--- src/rtl/reg_file_2r1w.sv ---
// Register file with one write port and two registered read ports, write-to-read
// forwarding and a per-entry written mask. Define REGFILE_ZERO_REG_EN to hardwire register 0 to zero.
module reg_file_2r1w #(
    parameter int DATA_W = 4,
    parameter int DEPTH  = 8,
    parameter int ADDR_W = $clog2(DEPTH)
) (
    input  logic              clk,
    input  logic              reset,
    input  logic              we,
    input  logic [ADDR_W-1:0] waddr,
    input  logic [DATA_W-1:0] wdata,
    input  logic [ADDR_W-1:0] raddr_a,
    input  logic [ADDR_W-1:0] raddr_b,
    output logic [DATA_W-1:0] rdata_a,
    output logic [DATA_W-1:0] rdata_b,
    output logic              rvalid_a,
    output logic              rvalid_b
);

    localparam logic [ADDR_W:0] DEPTH_C = DEPTH[ADDR_W:0];
    localparam bit              FULL    = (DEPTH == (1 << ADDR_W));

    logic [DATA_W-1:0] mem_q [DEPTH];
    logic [DEPTH-1:0]  mask_q;
    logic [DEPTH-1:0]  wr_hit;
    logic              waddr_ok;
    logic              wr_ok;

    logic [ADDR_W-1:0] raddr_v  [2];
    logic              raddr_ok [2];
    logic [DATA_W-1:0] rdata_d  [2];
    logic [DATA_W-1:0] rdata_q  [2];
    logic              rvalid_d [2];
    logic              rvalid_q [2];

    assign raddr_v[0] = raddr_a;
    assign raddr_v[1] = raddr_b;

    // Range checks only exist when DEPTH leaves unused address codes.
    if (FULL) begin : g_full
        assign waddr_ok    = 1'b1;
        assign raddr_ok[0] = 1'b1;
        assign raddr_ok[1] = 1'b1;
    end else begin : g_partial
        assign waddr_ok    = ({1'b0, waddr}      < DEPTH_C);
        assign raddr_ok[0] = ({1'b0, raddr_v[0]} < DEPTH_C);
        assign raddr_ok[1] = ({1'b0, raddr_v[1]} < DEPTH_C);
    end

`ifdef REGFILE_ZERO_REG_EN
    assign wr_ok = we && waddr_ok && (waddr != '0);
`else
    assign wr_ok = we && waddr_ok;
`endif

    genvar gi;
    for (gi = 0; gi < DEPTH; gi++) begin : g_wr_dec
        assign wr_hit[gi] = wr_ok && (waddr == ADDR_W'(gi));
    end

    always_ff @(posedge clk) begin
        if (reset) begin
            for (int i = 0; i < DEPTH; i++) begin
                mem_q[i] <= '0;
            end
            mask_q <= '0;
        end else begin
            for (int i = 0; i < DEPTH; i++) begin
                if (wr_hit[i]) begin
                    mem_q[i] <= wdata;
                end
            end
            mask_q <= mask_q | wr_hit;
        end
    end

    for (gi = 0; gi < 2; gi++) begin : g_rd_port
        always_comb begin
            rdata_d[gi]  = '0;
            rvalid_d[gi] = 1'b0;
            if (raddr_ok[gi]) begin
                rdata_d[gi]  = mem_q[raddr_v[gi]];
                rvalid_d[gi] = mask_q[raddr_v[gi]];
            end
            // A write landing on the same edge wins over the stale array contents.
            if (wr_ok && (waddr == raddr_v[gi])) begin
                rdata_d[gi]  = wdata;
                rvalid_d[gi] = 1'b1;
            end
`ifdef REGFILE_ZERO_REG_EN
            if (raddr_v[gi] == '0) begin
                rdata_d[gi]  = '0;
                rvalid_d[gi] = 1'b1;
            end
`endif
        end

        always_ff @(posedge clk) begin
            if (reset) begin
                rdata_q[gi]  <= '0;
                rvalid_q[gi] <= 1'b0;
            end else begin
                rdata_q[gi]  <= rdata_d[gi];
                rvalid_q[gi] <= rvalid_d[gi];
            end
        end
    end

    assign rdata_a  = rdata_q[0];
    assign rdata_b  = rdata_q[1];
    assign rvalid_a = rvalid_q[0];
    assign rvalid_b = rvalid_q[1];

endmodule

--- config.mk ---
export PLATFORM = sky130hd
export DESIGN_NAME = reg_file_2r1w
export DESIGN_NICKNAME = d
export VERILOG_FILES = /design/src/rtl/reg_file_2r1w.sv
export SDC_FILE = /design/constraint.sdc
export NUM_CORES = 1
export LEC_CHECK = 0
export CAP_MARGIN = 30
export CELL_PAD_IN_SITES_DETAIL_PLACEMENT = 1
export CELL_PAD_IN_SITES_GLOBAL_PLACEMENT = 2
export CORE_MARGIN = 2
export CORE_UTILIZATION = 35
export CTS_CLUSTER_SIZE = 16
export DETAILED_ROUTE_END_ITERATION = 6
export PLACE_DENSITY = 0.75
export SLEW_MARGIN = 10
export SYNTH_ARGS = -nofsm -noshare
export SYNTH_HDL_FRONTEND = slang
export SYNTH_SLANG_ARGS = --single-unit
export TNS_END_PERCENT = 50
--- constraint.sdc ---
create_clock -name clk -period 1.16 [get_ports clk]
set_input_delay 0.174 -clock clk [delete_from_list [all_inputs] [get_ports clk]]
set_output_delay 0.174 -clock clk [all_outputs]
set_load 0.1 [all_outputs]
==> results_tabular.tex, run 1 <==
\begin{tabular}{lr}
\hline
Metric & Value \\
\hline
\multicolumn{2}{l}{\textbf{Status}} \\
Result of the run & finished, violations left \\
Failing checks & setup timing \\
\multicolumn{2}{l}{\textbf{Critical path}} \\
Crit path max-delay family & multiplexers \\
Critical path arrival & 1490 ps \\
Cells along the critical path & mux4\_2 > mux2i\_1 > a211oi\_1 \\
Startpoint type of the worst setup path & flip-flop \\
Worst Path Buf+Inv & 0 \\
Delay of the slowest cell on the worst path & 490 ps \\
Cell type of the slowest stage on the worst timing path & sky130\_fd\_sc\_hd\_\_mux4\_2 \\
Biggest fanout along the worst timing path & 2 \\
Worst EP required & approximately 1400 ps \\
Capturing element type of the critical path & flip-flop \\
Critical path start-end classification & reg -> reg \\
\multicolumn{2}{l}{\textbf{Place}} \\
Instance area after placement & between 3000 and 4000 um\^{}2 \\
DP Cell Count & 325 \\
Final weighted congestion in routability-driven placement & between 0.7 and 0.8 \\
Port Buf Inserts & 25 \\
Total half-perimeter wirelength after legalization and detailed placement & between 4 and 5 mm \\
\multicolumn{2}{l}{\textbf{Finish}} \\
Leading cell type in the layout, fill and taps excluded & sky130\_fd\_sc\_hd\_\_nor2\_1 \\
Total area of multi-input combinational cells & 1130 um\^{}2 \\
N\_diodes & 0 \\
Number of nets at the end of the flow & 259 \\
Share of layout cells above drive strength 1 & 38.5\% \\
Area of all placed cells without fillers & 3450 um\^{}2 \\
Final instance count without filler cells & 340 \\
Highest-count cells in the layout ignoring fill and taps & sky130\_fd\_sc\_hd\_\_nor2\_1, sky130\_fd\_sc\_hd\_\_edfxtp\_1, sky130\_fd\_sc\_hd\_\_buf\_4, sky130\_fd\_sc\_hd\_\_mux4\_2, sky130\_fd\_sc\_hd\_\_dfxtp\_1 \\
Fillers & 713 \\
Reg area & roughly 1300 um\^{}2 \\
Syn-to-layout area delta & 37.5\% \\
Final core utilization & 50.3\% \\
\multicolumn{2}{l}{\textbf{Power and ir drop}} \\
VDD IR-drop max & roughly 0.58 mV \\
Pwr dens & about 1300 nW/um\^{}2 \\
Leakage power & 1.34 nW \\
\multicolumn{2}{l}{\textbf{STA}} \\
Hold slack & 397 ps \\
Worst Clk Skew & 11.2 ps \\
Slew at the pin closest to its max-slew limit & 339 ps \\
Final setup margin & -120 ps \\
Setup repair after global routing missed its margin & true \\
Max-slew headroom & $\sim$77\% \\
Final hold viol count & 0 \\
Final setup viols & 9 \\
Setup TNS & -786 ps \\
Count of pins over their slew limit & 0 \\
Maximum operating frequency & 0.781 GHz \\
Minimum clock period & 1280 ps \\
Part of the cycle the worst path needs & 110\% \\
\multicolumn{2}{l}{\textbf{Detailed routing}} \\
DRC marker count from the first detailed-route iteration & 83 \\
Remaining number of nets flagged by the antenna check after routing & 0 \\
Routed WL & 7.09 mm \\
Initial DRT Pass Iterations & 4 \\
Vias & 1749 \\
Wire per inst & 20.8 um \\
Detailed-route DRC error count & 0 \\
Vias per std cell & 5.14 \\
\multicolumn{2}{l}{\textbf{CTS}} \\
Total clock sinks & 50 \\
H-tree depth & 2 \\
Num CTS Buffers & 5 \\
CTS clock-pin slew for the worst setup and hold paths & 100 ps \\
TritonCTS clock tree & built \\
Maximum clock path buffer count & 2 \\
Clock latency at the later pin of the worst-skew pair & approximately 320 ps \\
Clk root buf & sky130\_fd\_sc\_hd\_\_clkbuf\_8 \\
\multicolumn{2}{l}{\textbf{Floorplanning}} \\
Overall die area & $\sim$7900 um\^{}2 \\
Number of placed I/O pins & 26 \\
Floorplan die width & 88.7 um \\
Initial cell density of the core & 36.5\% \\
Placeable core region & 6870 um\^{}2 \\
Cell Rows & 30 \\
Chip Height & between 80 and 90 um \\
\multicolumn{2}{l}{\textbf{GRT}} \\
Via count of the first global-routing pass & 1856 \\
Total GRT Usage & a little under a fifth \\
Overflow left after global routing & 0 \\
First-pass GRT wire length & 10.6 mm \\
Pin count of the biggest net entering global routing & 24 \\
Initial antenna violation count & 0 \\
\multicolumn{2}{l}{\textbf{Yosys}} \\
Synthesized area per cell & 13.4 um\^{}2 \\
Cell type with the highest aggregate area in the netlist & sky130\_fd\_sc\_hd\_\_edfxtp\_1 \\
Yosys warning count & 0 \\
Post-synth top area share & between 30\% and 40\% \\
Synth area leaders & sky130\_fd\_sc\_hd\_\_edfxtp\_1, sky130\_fd\_sc\_hd\_\_mux4\_1, sky130\_fd\_sc\_hd\_\_dfxtp\_1 \\
Number of instances in the synthesized netlist & $\sim$190 \\
\#FFs+latches synth & 50 \\
Mapped Nets & around 200 \\
Sequential area share after synthesis & between 50\% and 60\% \\
Distinct cell type count after synthesis & 20 \\
Cell area after synthesis & 2510 um\^{}2 \\
\multicolumn{2}{l}{\textbf{Hold path}} \\
Type of the worst min-delay path & in -> reg \\
\multicolumn{2}{l}{\textbf{Job}} \\
Max cap viols & 0 \\
\hline
\end{tabular}
==> cell usage after synthesis <==
library cell / count
sky130_fd_sc_hd__nand3_1: 3
sky130_fd_sc_hd__a211oi_1: 8
sky130_fd_sc_hd__clkbuf_1: 3
sky130_fd_sc_hd__nand4_1: 1
sky130_fd_sc_hd__inv_1: 11
sky130_fd_sc_hd__nor2b_1: 3
sky130_fd_sc_hd__mux4_1: 20
sky130_fd_sc_hd__buf_2: 8
sky130_fd_sc_hd__edfxtp_1: 32
sky130_fd_sc_hd__nand2b_1: 13
sky130_fd_sc_hd__a21oi_1: 7
sky130_fd_sc_hd__xnor2_1: 6
sky130_fd_sc_hd__buf_6: 2
sky130_fd_sc_hd__mux2i_1: 8
sky130_fd_sc_hd__a31o_2: 1
sky130_fd_sc_hd__a31oi_1: 3
sky130_fd_sc_hd__nor2_1: 34
sky130_fd_sc_hd__nand4_2: 2
sky130_fd_sc_hd__nand2_1: 5
sky130_fd_sc_hd__dfxtp_1: 18
==> metrics by stage <==
step	setup slack (ps)	power (mW)
6_report	-120	4.50
5_1_grt	-157	4.65
4_1_cts	-114	4.48
3_5_place_dp	-628	3.10
3_3_place_gp	-634	3.08
2_1_floorplan	-13.2	2.69
==> area by class of cell <==
type | instances | share of cell area, %
clock buffers | 5 | 1.99
inverters | 11 | 1.20
flip-flops and latches | 50 | 38.3
repair buffers | 59 | 21.0
multi-input cells | 116 | 32.7
clock inverters | 3 | 1.27
well taps | 96 | 3.48
==> worst reg2reg max path, delay by kind of cell (launching register included) <==
family / cells / cell delay, ps
DFF: 1 / 450
muxes: 2 / 640
AOI/OAI and AO/OA: 1 / 90
==> cells by family after synthesis <==
kind of cell / count (synthesis) / synth area share [%]
compound gates: 19 / 4.89
xor+xnor: 6 / 2.09
buf+inv: 24 / 4.59
flops: 50 / 52.6
mux: 28 / 24.1
simple gates: 61 / 11.7
==> registers in the layout, summed over array words and instances, names as in the netlist <==
| signal | count |
|---|---|
| mem_q | 32 |
| mask_q | 8 |
| rdata_q | 8 |
| rvalid_q | 2 |
==> worst paths after layout <==
path / start / end / slack, ps / cells after the start
hold / removal: reset / mask_q[2]$_SDFF_PP0_ / 400 / 3
setup reg to reg: mem_q[2][3]$_SDFFCE_PN0P_ / rdata_q[1][3]$_SDFF_PP0_ / -120 / 3
hold reg to reg: mask_q[4]$_SDFF_PP0_ / mask_q[4]$_SDFF_PP0_ / 480 / 2
setup / recovery: mem_q[2][3]$_SDFFCE_PN0P_ / rdata_q[1][3]$_SDFF_PP0_ / -120 / 3
==> per-layer routing <==
metal	vias to the layer above	global-route usage [%]	wire (um)
met1	890	22.6	2890
met5	-	0	0
met3	13	3.36	208
li1	805	-	-
met2	41	34.0	3810
met4	0	7.44	183
==> power by group <==
group | total (mW) | internal (mW) | switching, mW
sequential | 2.12 | 2.03 | 0.0918
combinational | 1.08 | 0.509 | 0.570
clock | 1.31 | 0.648 | 0.660
total | 4.50 | 3.18 | 1.32
==> timing repair <==
item	in CTS	in global routing
hold endpoints to repair	0	0
setup buffers	2	0
gates cloned	4	1
hold buffers	0	0
setup endpoints to repair	63	57
pin swaps	12	1
resized for setup	48	11
Power figures use the tool's default switching activity.
==> run 2, diff against run 1 <==
CORE_UTILIZATION = 38   (was 35)
DONT_BUFFER_PORTS = 1   (was default)
PLACE_DENSITY = 0.73   (was 0.75)
==> run 2 against run 1 <==
  * The flow finishes with violations (hold timing, setup timing)
  * Critical path depth is the same
  * Clock skew shrank 2.6 ps
  * Hold slack lost 470 ps
  * Setup slack lost 79 ps
  * Sequential power is essentially flat
  * Combinational power shrank 27%
  * Largest cell class unchanged
  * Clock power grew 12%
  * Fmax shrank 5.8%
==> results_tabular.tex, run 2 (synthesis gave the netlist of run 1 again) <==
\begin{tabular}{lr}
\hline
Metric & Value \\
\hline
\multicolumn{2}{l}{\textbf{Floorplanning}} \\
Floorplan die width & approximately 85 um \\
Placeable core region & 6390 um\^{}2 \\
Number of placed I/O pins & 26 \\
Cell Rows & 29 \\
Initial cell density of the core & 39.3\% \\
Chip Height & 85.3 um \\
Overall die area & 7270 um\^{}2 \\
\multicolumn{2}{l}{\textbf{Hold path}} \\
Type of the worst min-delay path & in -> reg \\
\multicolumn{2}{l}{\textbf{CTS}} \\
CTS clock-pin slew for the worst setup and hold paths & 100 ps \\
Num CTS Buffers & 5 \\
H-tree depth & 2 \\
TritonCTS clock tree & built \\
Clk root buf & sky130\_fd\_sc\_hd\_\_clkbuf\_8 \\
Maximum clock path buffer count & 2 \\
Clock latency at the later pin of the worst-skew pair & 310 ps \\
Total clock sinks & 50 \\
Hold Buf Count CTS & 4 \\
\multicolumn{2}{l}{\textbf{Detailed routing}} \\
Wire per inst & 22.3 um \\
Detailed-route DRC error count & 0 \\
Vias & about 1.6k \\
DRC marker count from the first detailed-route iteration & 88 \\
Initial DRT Pass Iterations & 4 \\
Remaining number of nets flagged by the antenna check after routing & 0 \\
Vias per std cell & approximately 5.6 \\
Routed WL & 6.25 mm \\
\multicolumn{2}{l}{\textbf{Place}} \\
Port Buf Inserts & 0 \\
Final weighted congestion in routability-driven placement & 0.789 \\
Instance area after placement & 2780 um\^{}2 \\
DP Cell Count & between 200 and 300 \\
Total half-perimeter wirelength after legalization and detailed placement & 4.53 mm \\
\multicolumn{2}{l}{\textbf{Critical path}} \\
Biggest fanout along the worst timing path & 2 \\
Cells along the critical path & mux4\_2 > mux2i\_2 > a211oi\_2 \\
Crit path max-delay family & multiplexers \\
Startpoint type of the worst setup path & flip-flop \\
Critical path arrival & 1550 ps \\
Capturing element type of the critical path & flip-flop \\
Worst Path Buf+Inv & 0 \\
Cell type of the slowest stage on the worst timing path & sky130\_fd\_sc\_hd\_\_mux4\_2 \\
Delay of the slowest cell on the worst path & 520 ps \\
Worst EP required & between 1000 and 1500 ps \\
Critical path start-end classification & reg -> reg \\
\multicolumn{2}{l}{\textbf{Power and ir drop}} \\
Register share of total power & 48.3\% \\
Pwr dens & 1490 nW/um\^{}2 \\
Leakage power & 1.08 nW \\
Sw Pwr & roughly 1.1 mW \\
Comb pwr share & 18.1\% \\
VDD IR-drop max & 1.04 mV \\
Internal Dissipation & 3.24 mW \\
Power consumption & around 4.4 mW \\
Switching power share of the total & 25.8\% \\
Clock Power Share & 33.6\% \\
\multicolumn{2}{l}{\textbf{Status}} \\
Failing checks & hold timing, setup timing \\
Result of the run & finished, violations left \\
\multicolumn{2}{l}{\textbf{STA}} \\
Count of pins over their slew limit & 0 \\
Slew at the pin closest to its max-slew limit & 356 ps \\
Setup TNS & -1120 ps \\
Final setup viols & 8 \\
Minimum clock period & 1360 ps \\
Max-slew headroom & around three quarters \\
Maximum operating frequency & 0.736 GHz \\
Final setup margin & -198 ps \\
Final hold viol count & 14 \\
Setup repair after global routing missed its margin & true \\
Worst Clk Skew & around 8.6 ps \\
Part of the cycle the worst path needs & 117\% \\
Hold slack & -76.0 ps \\
\multicolumn{2}{l}{\textbf{Finish}} \\
Leading cell type in the layout, fill and taps excluded & sky130\_fd\_sc\_hd\_\_nor2\_1 \\
Final instance count without filler cells & 280 \\
Syn-to-layout area delta & 17.0\% \\
Area of all placed cells without fillers & 2940 um\^{}2 \\
N\_diodes & 0 \\
Largest register by flop count & mem\_q \\
Number of flip-flops in the largest register & 32 \\
Total area of multi-input combinational cells & 1040 um\^{}2 \\
Largest registers & mem\_q: 32 flops, mask\_q: 8 flops, rdata\_q: 8 flops \\
Number of nets at the end of the flow & between 200 and 250 \\
Fillers & 675 \\
Share of layout cells above drive strength 1 & 28.6\% \\
Reg area & between 1000 and 1500 um\^{}2 \\
Highest-count cells in the layout ignoring fill and taps & sky130\_fd\_sc\_hd\_\_nor2\_1, sky130\_fd\_sc\_hd\_\_edfxtp\_1, sky130\_fd\_sc\_hd\_\_mux4\_2, sky130\_fd\_sc\_hd\_\_nand2b\_1, sky130\_fd\_sc\_hd\_\_dfxtp\_1 \\
\multicolumn{2}{l}{\textbf{GRT}} \\
Initial antenna violation count & 0 \\
Pin count of the biggest net entering global routing & 31 \\
Via count of the first global-routing pass & 1662 \\
First-pass GRT wire length & 9.46 mm \\
Total GRT Usage & 18.0\% \\
Overflow left after global routing & 0 \\
\multicolumn{2}{l}{\textbf{Job}} \\
Max cap viols & 0 \\
\hline
\end{tabular}
[run 2: worst register-to-register path: cells and delay by family (launching register included)]
kind	cells	cell delay, ps
DFF	1	410
AOI/OAI and AO/OA	1	100
muxes	2	730
[run 2: path summary, 6_finish.rpt]
kind | slack, ps | startpoint | depth (start not counted) | endpoint
min reg2reg | 470 | mask_q[3]$_SDFF_PP0_ | 2 | mask_q[3]$_SDFF_PP0_
max | -200 | mem_q[6][1]$_DFFE_PP_ | 3 | rdata_q[1][1]$_SDFF_PP0_
max reg2reg | -200 | mem_q[6][1]$_DFFE_PP_ | 3 | rdata_q[1][1]$_SDFF_PP0_
min | -80 | reset | 1 | rdata_q[0][0]$_SDFF_PP0_
[run 2: final cells by class]
type                    count  share of cell area, %
flip-flops and latches     50                   45.2
multi-input cells         114                   35.5
repair buffers             20                   9.88
well taps                  77                   3.28
clock buffers               5                   2.34
clock inverters             3                   2.34
inverters                  11                   1.41
[run 2: per-stage QoR]
step,worst slack [ps],util (%)
after CTS,-191,45.7
after global placement,-139,43.5
after global routing,-233,46.0
after detailed placement,-214,43.5
after floorplan,-13.2,-
final,-198,46.0
[run 2: power groups by stage]
stage / Clock [mW] / Combinational [mW] / Sequential, mW
after floorplan: 0 / 0.337 / 2.35
after global placement: 0 / 0.741 / 2.13
after detailed placement: 0 / 0.757 / 2.14
after CTS: 1.49 / 0.780 / 2.11
after global routing: 1.57 / 0.825 / 2.12
final: 1.47 / 0.793 / 2.11
[run 2: repair_timing]
item | 4_1_cts | 5_1_grt
hold endpoints to repair | 18 | 14
endpoints found under the setup margin | 10 | 13
resized for setup | 15 | 18
cloned | 0 | 0
pin swaps | 5 | 3
buffers inserted | 0 | 0
[run 2: per-layer routing]
metal,GRT usage (%),routed length (um),vias up
met3,3.11,204,6
li1,-,-,711
met5,0,0,-
met2,31.8,3310,28
met4,5.48,75,0
met1,22.4,2650,816
